File: config.mk
export PLATFORM = sky130hd
export DESIGN_NAME = mem_lsu_stage
export DESIGN_NICKNAME = d
export VERILOG_FILES = /design/src/rtl/mem_lsu_stage.sv
export SDC_FILE = /design/constraint.sdc
export NUM_CORES = 1
export LEC_CHECK = 0
export CORE_MARGIN = 1
export CORE_UTILIZATION = 33
export CTS_BUF_LIST = sky130_fd_sc_hd__clkbuf_4 sky130_fd_sc_hd__clkbuf_8
export DETAILED_ROUTE_END_ITERATION = 6
export GPL_TIMING_DRIVEN = 0
export PLACE_DENSITY = 0.61
export SLEW_MARGIN = 40
export SYNTH_ARGS = -nofsm -noshare
export SYNTH_HDL_FRONTEND = slang
export SYNTH_SLANG_ARGS = --single-unit
File: constraint.sdc
create_clock -name clk -period 2.75 [get_ports clk]
set_clock_uncertainty 0.15 [all_clocks]
set_input_delay 0.6875 -clock clk [delete_from_list [all_inputs] [get_ports clk]]
set_output_delay 0.6875 -clock clk [all_outputs]
set_load 0.005 [all_outputs]
File: src/rtl/mem_lsu_stage.sv
// MEM pipeline stage: captures one instruction from EX, runs at most one data-bus
// transaction for loads/stores, and hands the result to WB under valid/ready.
module mem_lsu_stage #(
    parameter int XLEN = 32
) (
    input  logic            clk,
    input  logic            rst,
    input  logic            mem_flush_i,
    input  logic            EX_valid_i,
    output logic            MEM_ready_o,
    output logic            MEM_valid_o,
    input  logic            WB_ready_i,
    input  logic [XLEN-1:0] ex_pc_i,
    input  logic [XLEN-1:0] ex_result_i,
    input  logic [XLEN-1:0] ex_store_data_i,
    input  logic            ex_load_i,
    input  logic            ex_store_i,
    input  logic [1:0]      ex_size_i,
    input  logic            ex_unsigned_i,
    input  logic            ex_rd_wen_i,
    input  logic [4:0]      ex_rd_idx_i,
    input  logic            ex_csr_wen_i,
    input  logic [11:0]     ex_csr_idx_i,
    output logic            dbus_req_o,
    output logic            dbus_we_o,
    output logic [XLEN-1:0] dbus_addr_o,
    output logic [XLEN-1:0] dbus_wdata_o,
    output logic [3:0]      dbus_wstrb_o,
    input  logic            dbus_gnt_i,
    input  logic            dbus_rvalid_i,
    input  logic            dbus_err_i,
    input  logic [XLEN-1:0] dbus_rdata_i,
    output logic [XLEN-1:0] MEM_pc_o,
    output logic            MEM_rd_wen_o,
    output logic [4:0]      MEM_rd_idx_o,
    output logic [XLEN-1:0] MEM_fwd_data_o,
    output logic            MEM_csr_wen_o,
    output logic [11:0]     MEM_csr_idx_o,
    output logic            MEM_ld_misalign_o,
    output logic            MEM_st_misalign_o,
    output logic            MEM_ld_bus_err_o,
    output logic            MEM_st_bus_err_o
);

    // state | meaning
    // IDLE  | nothing held (or waiting for the next capture)
    // REQ   | dbus_req_o asserted, waiting for gnt
    // WAIT  | granted, waiting for rvalid (read data or write ack)
    // DONE  | result offered to WB
    // DRAIN | flushed after grant, swallowing the outstanding response
    typedef enum logic [2:0] {
        S_IDLE  = 3'd0,
        S_REQ   = 3'd1,
        S_WAIT  = 3'd2,
        S_DONE  = 3'd3,
        S_DRAIN = 3'd4
    } state_t;

    state_t state, state_nxt, cap_state;
    logic   data_valid, data_valid_nxt;

    logic [XLEN-1:0] pc_q, res_q, sdata_q, rdata_q;
    logic            load_q, store_q, uns_q, rd_wen_q, csr_wen_q;
    logic [1:0]      size_q;
    logic [4:0]      rd_idx_q;
    logic [11:0]     csr_idx_q;
    logic            ld_mis_q, st_mis_q, err_q;

    logic            ex_mem_op, ex_misalign;
    logic            busy, capture, wb_accept;
    logic            ld_err, st_err, any_exc;
    logic [XLEN-1:0] ld_shift, ld_data, st_wdata;
    logic [3:0]      st_wstrb;

    assign ex_mem_op   = ex_load_i | ex_store_i;
    assign ex_misalign = ex_mem_op &&
                         (((ex_size_i == 2'd1) && ex_result_i[0]) ||
                          ((ex_size_i == 2'd2) && (ex_result_i[1:0] != 2'b00)));
    assign cap_state   = (ex_mem_op && !ex_misalign) ? S_REQ : S_DONE;

    assign busy      = data_valid && ((state == S_REQ) || (state == S_WAIT) || (state == S_DRAIN));
    assign capture   = MEM_ready_o && EX_valid_i;
    assign wb_accept = MEM_valid_o && WB_ready_i;

    always_ff @(posedge clk) begin
        if (rst) begin
            state      <= S_IDLE;
            data_valid <= 1'b0;
        end else begin
            state      <= state_nxt;
            data_valid <= data_valid_nxt;
        end
    end

    always_comb begin
        state_nxt      = state;
        data_valid_nxt = data_valid;
        if (mem_flush_i) begin
            // A granted request still owes us a response, so it must be drained.
            case (state)
                S_REQ: begin
                    if (dbus_gnt_i) begin
                        state_nxt = S_DRAIN;
                    end else begin
                        state_nxt      = S_IDLE;
                        data_valid_nxt = 1'b0;
                    end
                end
                S_WAIT: state_nxt = S_DRAIN;
                S_DRAIN: begin
                    if (dbus_rvalid_i) begin
                        state_nxt      = S_IDLE;
                        data_valid_nxt = 1'b0;
                    end
                end
                default: begin
                    state_nxt      = S_IDLE;
                    data_valid_nxt = 1'b0;
                end
            endcase
        end else begin
            case (state)
                S_IDLE: begin
                    if (capture) begin
                        state_nxt      = cap_state;
                        data_valid_nxt = 1'b1;
                    end else if (MEM_ready_o) begin
                        data_valid_nxt = 1'b0;
                    end
                end
                S_REQ: begin
                    if (dbus_gnt_i) state_nxt = S_WAIT;
                end
                S_WAIT: begin
                    if (dbus_rvalid_i) state_nxt = S_DONE;
                end
                S_DONE: begin
                    if (wb_accept) begin
                        if (capture) begin
                            state_nxt      = cap_state;
                            data_valid_nxt = 1'b1;
                        end else begin
                            state_nxt      = S_IDLE;
                            data_valid_nxt = 1'b0;
                        end
                    end
                end
                S_DRAIN: begin
                    if (dbus_rvalid_i) begin
                        state_nxt      = S_IDLE;
                        data_valid_nxt = 1'b0;
                    end
                end
                default: begin
                    state_nxt      = S_IDLE;
                    data_valid_nxt = 1'b0;
                end
            endcase
        end
    end

    always_ff @(posedge clk) begin
        if (rst) begin
            pc_q      <= '0;
            res_q     <= '0;
            sdata_q   <= '0;
            rdata_q   <= '0;
            load_q    <= 1'b0;
            store_q   <= 1'b0;
            uns_q     <= 1'b0;
            size_q    <= 2'd0;
            rd_wen_q  <= 1'b0;
            rd_idx_q  <= 5'd0;
            csr_wen_q <= 1'b0;
            csr_idx_q <= 12'd0;
            ld_mis_q  <= 1'b0;
            st_mis_q  <= 1'b0;
            err_q     <= 1'b0;
        end else if (capture) begin
            pc_q      <= ex_pc_i;
            res_q     <= ex_result_i;
            sdata_q   <= ex_store_data_i;
            rdata_q   <= '0;
            load_q    <= ex_load_i;
            store_q   <= ex_store_i;
            uns_q     <= ex_unsigned_i;
            size_q    <= ex_size_i;
            rd_wen_q  <= ex_rd_wen_i;
            rd_idx_q  <= ex_rd_idx_i;
            csr_wen_q <= ex_csr_wen_i;
            csr_idx_q <= ex_csr_idx_i;
            ld_mis_q  <= ex_load_i && ex_misalign;
            st_mis_q  <= ex_store_i && ex_misalign;
            err_q     <= 1'b0;
        end else if ((state == S_WAIT) && dbus_rvalid_i && !mem_flush_i) begin
            rdata_q <= dbus_rdata_i;
            err_q   <= dbus_err_i;
        end
    end

    // Lane select by byte offset; the half case is aligned so the same shift works.
    assign ld_shift = rdata_q >> {res_q[1:0], 3'b000};

    always_comb begin
        ld_data  = rdata_q;
        st_wdata = sdata_q;
        st_wstrb = 4'hF;
        case (size_q)
            2'd0: begin
                ld_data  = {{24{~uns_q & ld_shift[7]}}, ld_shift[7:0]};
                st_wdata = {4{sdata_q[7:0]}};
                st_wstrb = 4'b0001 << res_q[1:0];
            end
            2'd1: begin
                ld_data  = {{16{~uns_q & ld_shift[15]}}, ld_shift[15:0]};
                st_wdata = {2{sdata_q[15:0]}};
                st_wstrb = 4'b0011 << {res_q[1], 1'b0};
            end
            default: begin
                ld_data  = rdata_q;
                st_wdata = sdata_q;
                st_wstrb = 4'hF;
            end
        endcase
    end

    assign ld_err  = load_q & err_q;
    assign st_err  = store_q & err_q;
    assign any_exc = ld_mis_q | st_mis_q | ld_err | st_err;

    always_comb begin
        MEM_ready_o = !mem_flush_i && !busy && (!data_valid || WB_ready_i);
        MEM_valid_o = data_valid && (state == S_DONE) && !mem_flush_i;

        dbus_req_o   = data_valid && (state == S_REQ);
        dbus_we_o    = dbus_req_o && store_q;
        dbus_addr_o  = dbus_req_o ? {res_q[XLEN-1:2], 2'b00} : '0;
        dbus_wdata_o = (dbus_req_o && store_q) ? st_wdata : '0;
        dbus_wstrb_o = (dbus_req_o && store_q) ? st_wstrb : 4'h0;

        MEM_pc_o          = data_valid ? pc_q : '0;
        MEM_rd_wen_o      = data_valid && rd_wen_q && !any_exc;
        MEM_rd_idx_o      = data_valid ? rd_idx_q : 5'd0;
        MEM_fwd_data_o    = data_valid ? (load_q ? ld_data : res_q) : '0;
        MEM_csr_wen_o     = data_valid && csr_wen_q;
        MEM_csr_idx_o     = data_valid ? csr_idx_q : 12'd0;
        MEM_ld_misalign_o = data_valid && ld_mis_q;
        MEM_st_misalign_o = data_valid && st_mis_q;
        MEM_ld_bus_err_o  = data_valid && ld_err;
        MEM_st_bus_err_o  = data_valid && st_err;
    end

endmodule
**Word level (Yosys, flattened, before mapping)**

Index checks and enable logic that the tools add are counted.

- Add/sub/neg operators: 0
- Multiply operators: 0
- Div/mod/pow operators: 0
- Magnitude comparators: 0
- Equal/unequal tests: 15
- Shift-type cells: 3
- Mux-type cells: 31
- Bitwise logic cells: 9
- Reduce and logical (&&, ||, !) cells: 40

Operators with widths:

| cell | number |
|---|---|
| two-way mux 32 bit | 5 |
| case mux 32 bit (2 select lines) | 2 |
| right shift 32 x 5 -> 16 bit | 1 |
| logical AND 1 bit | 24 |
| two-way mux 3 bit | 7 |
| != test 3 bit (second input constant) | 5 |
| case mux 3 bit (5 select lines) | 1 |
| two-way mux 12 bit | 1 |
| case mux 3 bit (3 select lines) | 1 |
| case mux 4 bit (2 select lines) | 1 |
| two-way mux 1 bit | 7 |
| equality test 3 x 2 -> 1 bit (second input constant) | 2 |
| zero test 1 bit | 5 |
| two-way mux 5 bit | 1 |
| AND reduction 5 bit | 1 |
| bitwise AND 1 bit | 4 |
| equality test 2 x 1 -> 1 bit (second input constant) | 2 |
| logical OR 1 bit | 4 |
| two-way mux 2 bit | 2 |
| two-way mux 4 bit | 1 |
| != test 4 bit (second input constant) | 1 |
| bitwise OR 1 bit | 4 |
| case mux 1 bit (4 select lines) | 1 |
| AND reduction 4 bit | 1 |
| 13 further kinds | 14 |

- Register bits: 159
- Bits in latches: 0
- Bits in writable memories: 0
- Bits in read-only memories: 0
- Input bits: 160
- Output and inout bits: 159
- Memories: 0

**Depth between registers and ports, before layout**

- Depth in word-level cells: 12
- Depth in mapped cells: 8
- Depth with buffers taken out: 4

**Worst setup path before layout**

No wires, ideal clock.

- Kind: in2out
- From: input mem_flush_i
- To: output MEM_ready_o
- Arrival: 1.591 ns
- Path slack: 0.321 ns
- Cell stages on the path: 5
- Path buffers: 3
- Cell sequence: or3_1 -> buf_2 -> buf_6 -> buf_2 -> nor2_1

- Cells in the longest elaborated chain, start to end: 3

RTL lines:

| item | RTL line | text |
|---|---|---|
| start: declaration | 8 | `input logic mem_flush_i,` |
| zero test 1 bit | 232 | `MEM_ready_o = !mem_flush_i && !busy && (!data_valid \|\| WB_ready_i);` |
| logical AND 1 bit (2 in a row) | 232 |  |
| end: declaration | 10 | `output logic MEM_ready_o,` |

No other way between the ends.

**Worst setup path in the final report**

- From: register res_q[1]
- To: output MEM_fwd_data_o[13]

- Cells in the longest elaborated chain, start to end: 5

RTL lines:

| item | RTL line | text |
|---|---|---|
| start: declaration | 62 | `logic [XLEN-1:0] pc_q, res_q, sdata_q, rdata_q;` |
| start signal: assignment | 181 | `res_q <= ex_result_i;` |
| right shift 32 x 5 -> 16 bit * | 202 | `assign ld_shift = rdata_q >> {res_q[1:0], 3'b000};` |
| bitwise AND 1 bit | 210 | `ld_data = {{24{~uns_q & ld_shift[7]}}, ld_shift[7:0]};` |
| case mux 32 bit (2 select lines) * | 208 | `case (size_q)` |
| two-way mux 32 bit * (2 in a row) | 244 | `MEM_fwd_data_o = data_valid ? (load_q ? ld_data : res_q) : '0;` |
| end: declaration | 36 | `output logic [XLEN-1:0] MEM_fwd_data_o,` |

Mark *: on every way between the ends. The rest lies on a longest branch, timed or not.

==> impl_metrics.json <==
{
  "status": "finished, violations left",
  "violations": "design-rule violations, negative setup slack",
  "grt-ovfl-total": 0,
  "numCtsBuffers": 17,
  "cts_tree": "done",
  "leakagePower_nw": 6.02,
  "route.met3.wl_microns": 3310,
  "cp.arrival_ns": 2.25,
  "drt_first_pass_iters": 7,
  "critPathSlowestCell": "a222oi_1",
  "drc": 44,
  "wire_per_inst_microns": 21.4,
  "path_max_fanout": 5,
  "synth_edf_count": 0,
  "routed_wirelength_microns": 40400,
  "highest_layer": "met4",
  "rsz0062_at_grt": "yes",
  "synth_warnings": 0,
  "netlist_instances": 1129,
  "finalHoldViolCount": 0,
  "path_clk_slew_ns": 0.09,
  "synth_ff_type": "dfxtp_1",
  "yosys-top-cells-area": "dfxtp_1 (36%), o211ai_1 (11%), a21oi_1 (11%)",
  "filler_cell_count": 2450,
  "finalCritPeriodShare": 1.12,
  "setup_ws_ns": -0.339,
  "fin_crit_ns": 3.09,
  "min_from": "rdata_q[2]$_SDFFE_PP0P_",
  "clock-sinks": 159,
  "synth_top_area_share": 0.358,
  "grt_max_degree": 26,
  "slew_viol_final": 0,
  "clk_path_buf_depth": 2,
  "die_area_sq_um": 27600,
  "syn_avg_cell_area_sq_um": 7.88,
  "layout.cells.most_common_list": "a21oi_1 (171), clkdlybuf4s50_1 (156), dfxtp_1 (151), o211ai_1 (129), o31ai_1 (122)",
  "grt_pass1_wl_microns": 59600,
  "ys_ff_latch": 159,
  "initial_core_util": 0.339,
  "worstPathRequired_ns": 1.91,
  "setup.worst_path.start": "res_q[1]$_SDFFE_PP0P_",
  "io_pins": 319,
  "htreeDepth": 4,
  "gp_congestion": 0.918,
  "hold_path_class": "reg -> reg",
  "cp-end-kind": "output pin",
  "vias_per_cell": 5.69,
  "vias": 10800,
  "worst_pin_slew_ns": 0.787,
  "max-vdd-ir-drop_mv": 0.191,
  "hpwl_microns": 28000,
  "path_class": "reg -> out",
  "fin_nets": 1696,
  "area_delta_synth_final_pct": 62.8,
  "chipWidth_microns": 166,
  "multiInputGateArea_sq_um": 5670,
  "met1Wirelength_microns": 16900,
  "async_flop_share": 0,
  "die_h_microns": 166,
  "drive_above_1_share": 0.270,
  "tns_ns": -10.25,
  "drv_cap": 0,
  "ys_seq_area_frac": 0.358,
  "dr_wl_met2_microns": 19200,
  "start_kind": "flop",
  "max_stage_delay_ns": 0.65,
  "setup_violations": 86,
  "ys_types": 51,
  "power.total_mw": 5.21,
  "cellPowerDensity_nw_per_um2": 360,
  "ant_nets": 0,
  "final-seq-area_sq_um": 3200,
  "final_common_cell": "a21oi_1",
  "coreArea_sq_um": 26300,
  "rows": 59,
  "r2r-start": "state[2]$_SDFFE_PP0P_",
  "grtUsageTotal": 0.277,
  "whs_ns": 0.317,
  "max_slew_margin": 0.475,
  "max_freq_mhz": 324,
  "grt_pass1_vias": 10200,
  "synth_top_area_cell": "dfxtp_1",
  "insertion_delay_ns": 0.45,
  "drtIter0Drc": 988,
  "netlist_area_sq_um": 8900,
  "portBuffers": 315,
  "root_buffer": "clkbuf_8",
  "crit_chain": "buf_8 -> mux2_4 -> a222oi_1 -> a21oi_4 -> buf_2",
  "preCtsSetupSlack_ns": -0.975,
  "antenna_found_initial": 3
}
## critical path: cells and delay by family, from the launching register on
kind	cells	cell delay, ns
AOI/OAI and AO/OA	2	0.78
buffers and inverters	2	0.29
DFF	1	0.41
muxes	1	0.31
## flip-flops by register name, summed over array words and instances, names as in the netlist, 2 cells and up
| signal | flops |
|---|---|
| res_q | 32 |
| size_q | 2 |
| rd_idx_q | 5 |
| pc_q | 32 |
| csr_idx_q | 12 |
| rdata_q | 32 |
| state | 3 |
| sdata_q | 32 |
## cells by family after synthesis
| group | after synthesis | synth area share |
|---|---|---|
| AO/OA/AOI/OAI | 528 | 0.390 |
| AND/OR/NAND/NOR | 255 | 0.144 |
| flip-flops | 159 | 0.358 |
| buffers and inverters | 157 | 0.0745 |
| multiplexers | 27 | 0.0312 |
| XOR/XNOR | 2 | 0.00197 |
| other | 1 | 0.000422 |
## through the flow
stage / util / cell area [sq um] / cells
after global routing: 0.551 / 14500 / 1886
after detailed placement: 0.475 / 12500 / 1780
after CTS: 0.529 / 13900 / 1865
after global placement: 0.475 / 12500 / 1780
after floorplan: - / 8900 / 1130
final: 0.551 / 14500 / 1888
## report_power, final
group / total (mW) / leakage, nW / switching, mW / internal (mW)
clock network: 1.70 / 0.182 / 1.01 / 0.690
logic: 1.04 / 4.54 / 0.553 / 0.488
registers: 2.47 / 1.30 / 0.0761 / 2.39
total: 5.21 / 6.02 / 1.64 / 3.57
## Yosys cell counts, types with 2 or more instances
master and count:
or3_1 2, a21oi_1 188, o211a_1 6, o21bai_1 2, inv_2 2, and4bb_1 2
nand3_1 4, inv_1 7, o21ai_0 22, a22oi_1 22, a31oi_1 3, buf_1 11
xor2_1 2, mux2i_1 21, clkbuf_1 99, o2111ai_1 3, and2_1 82, buf_2 29
mux2_2 6, buf_4 8, nor2b_1 6, o31ai_1 122, nor2_1 37, and3_1 12
a222oi_1 7, nor3_1 3, dfxtp_1 159, o21ai_1 12, a221oi_1 2, nand2_1 99
o211ai_1 129
## area by class of cell
class	instances	share of cell area
Multi-Input combinational cell	814	0.392
Timing Repair Buffer	400	0.270
Clock buffer	19	0.0181
Tap cell	335	0.0289
Clock inverter	13	0.00700
Inverter	9	0.00251
Buffer	135	0.0605
Sequential cell	159	0.221
Antenna cell	4	0.000691
## layer usage
metal / up-vias / GRT usage
met5: - / 0
met4: 0 / 0.0955
met3: 65 / 0.0715
met2: 523 / 0.451
met1: 5148 / 0.353
li1: 5016 / -
## what timing repair did
item	4_1_cts	5_1_grt
setup endpoints to repair	197	144
gates cloned	10	1
setup buffers	52	24
hold buffers	0	0
resized for setup	651	176
endpoints found under the hold margin	0	0
pin swaps	52	34
## final timing paths
| kind | to | slack, ns | depth (start not counted) |
|---|---|---|---|
| worst max-delay path | MEM_fwd_data_o[13] | -0.34 | 5 |
| worst min-delay path | rdata_q[2]$_SDFFE_PP0P_ | 0.32 | 2 |
| worst max register to register | size_q[0]$_SDFFE_PP0P_ | 0.14 | 9 |
| worst min register to register | rdata_q[2]$_SDFFE_PP0P_ | 0.32 | 2 |
Note: power is estimated with default switching activity, not from simulation.
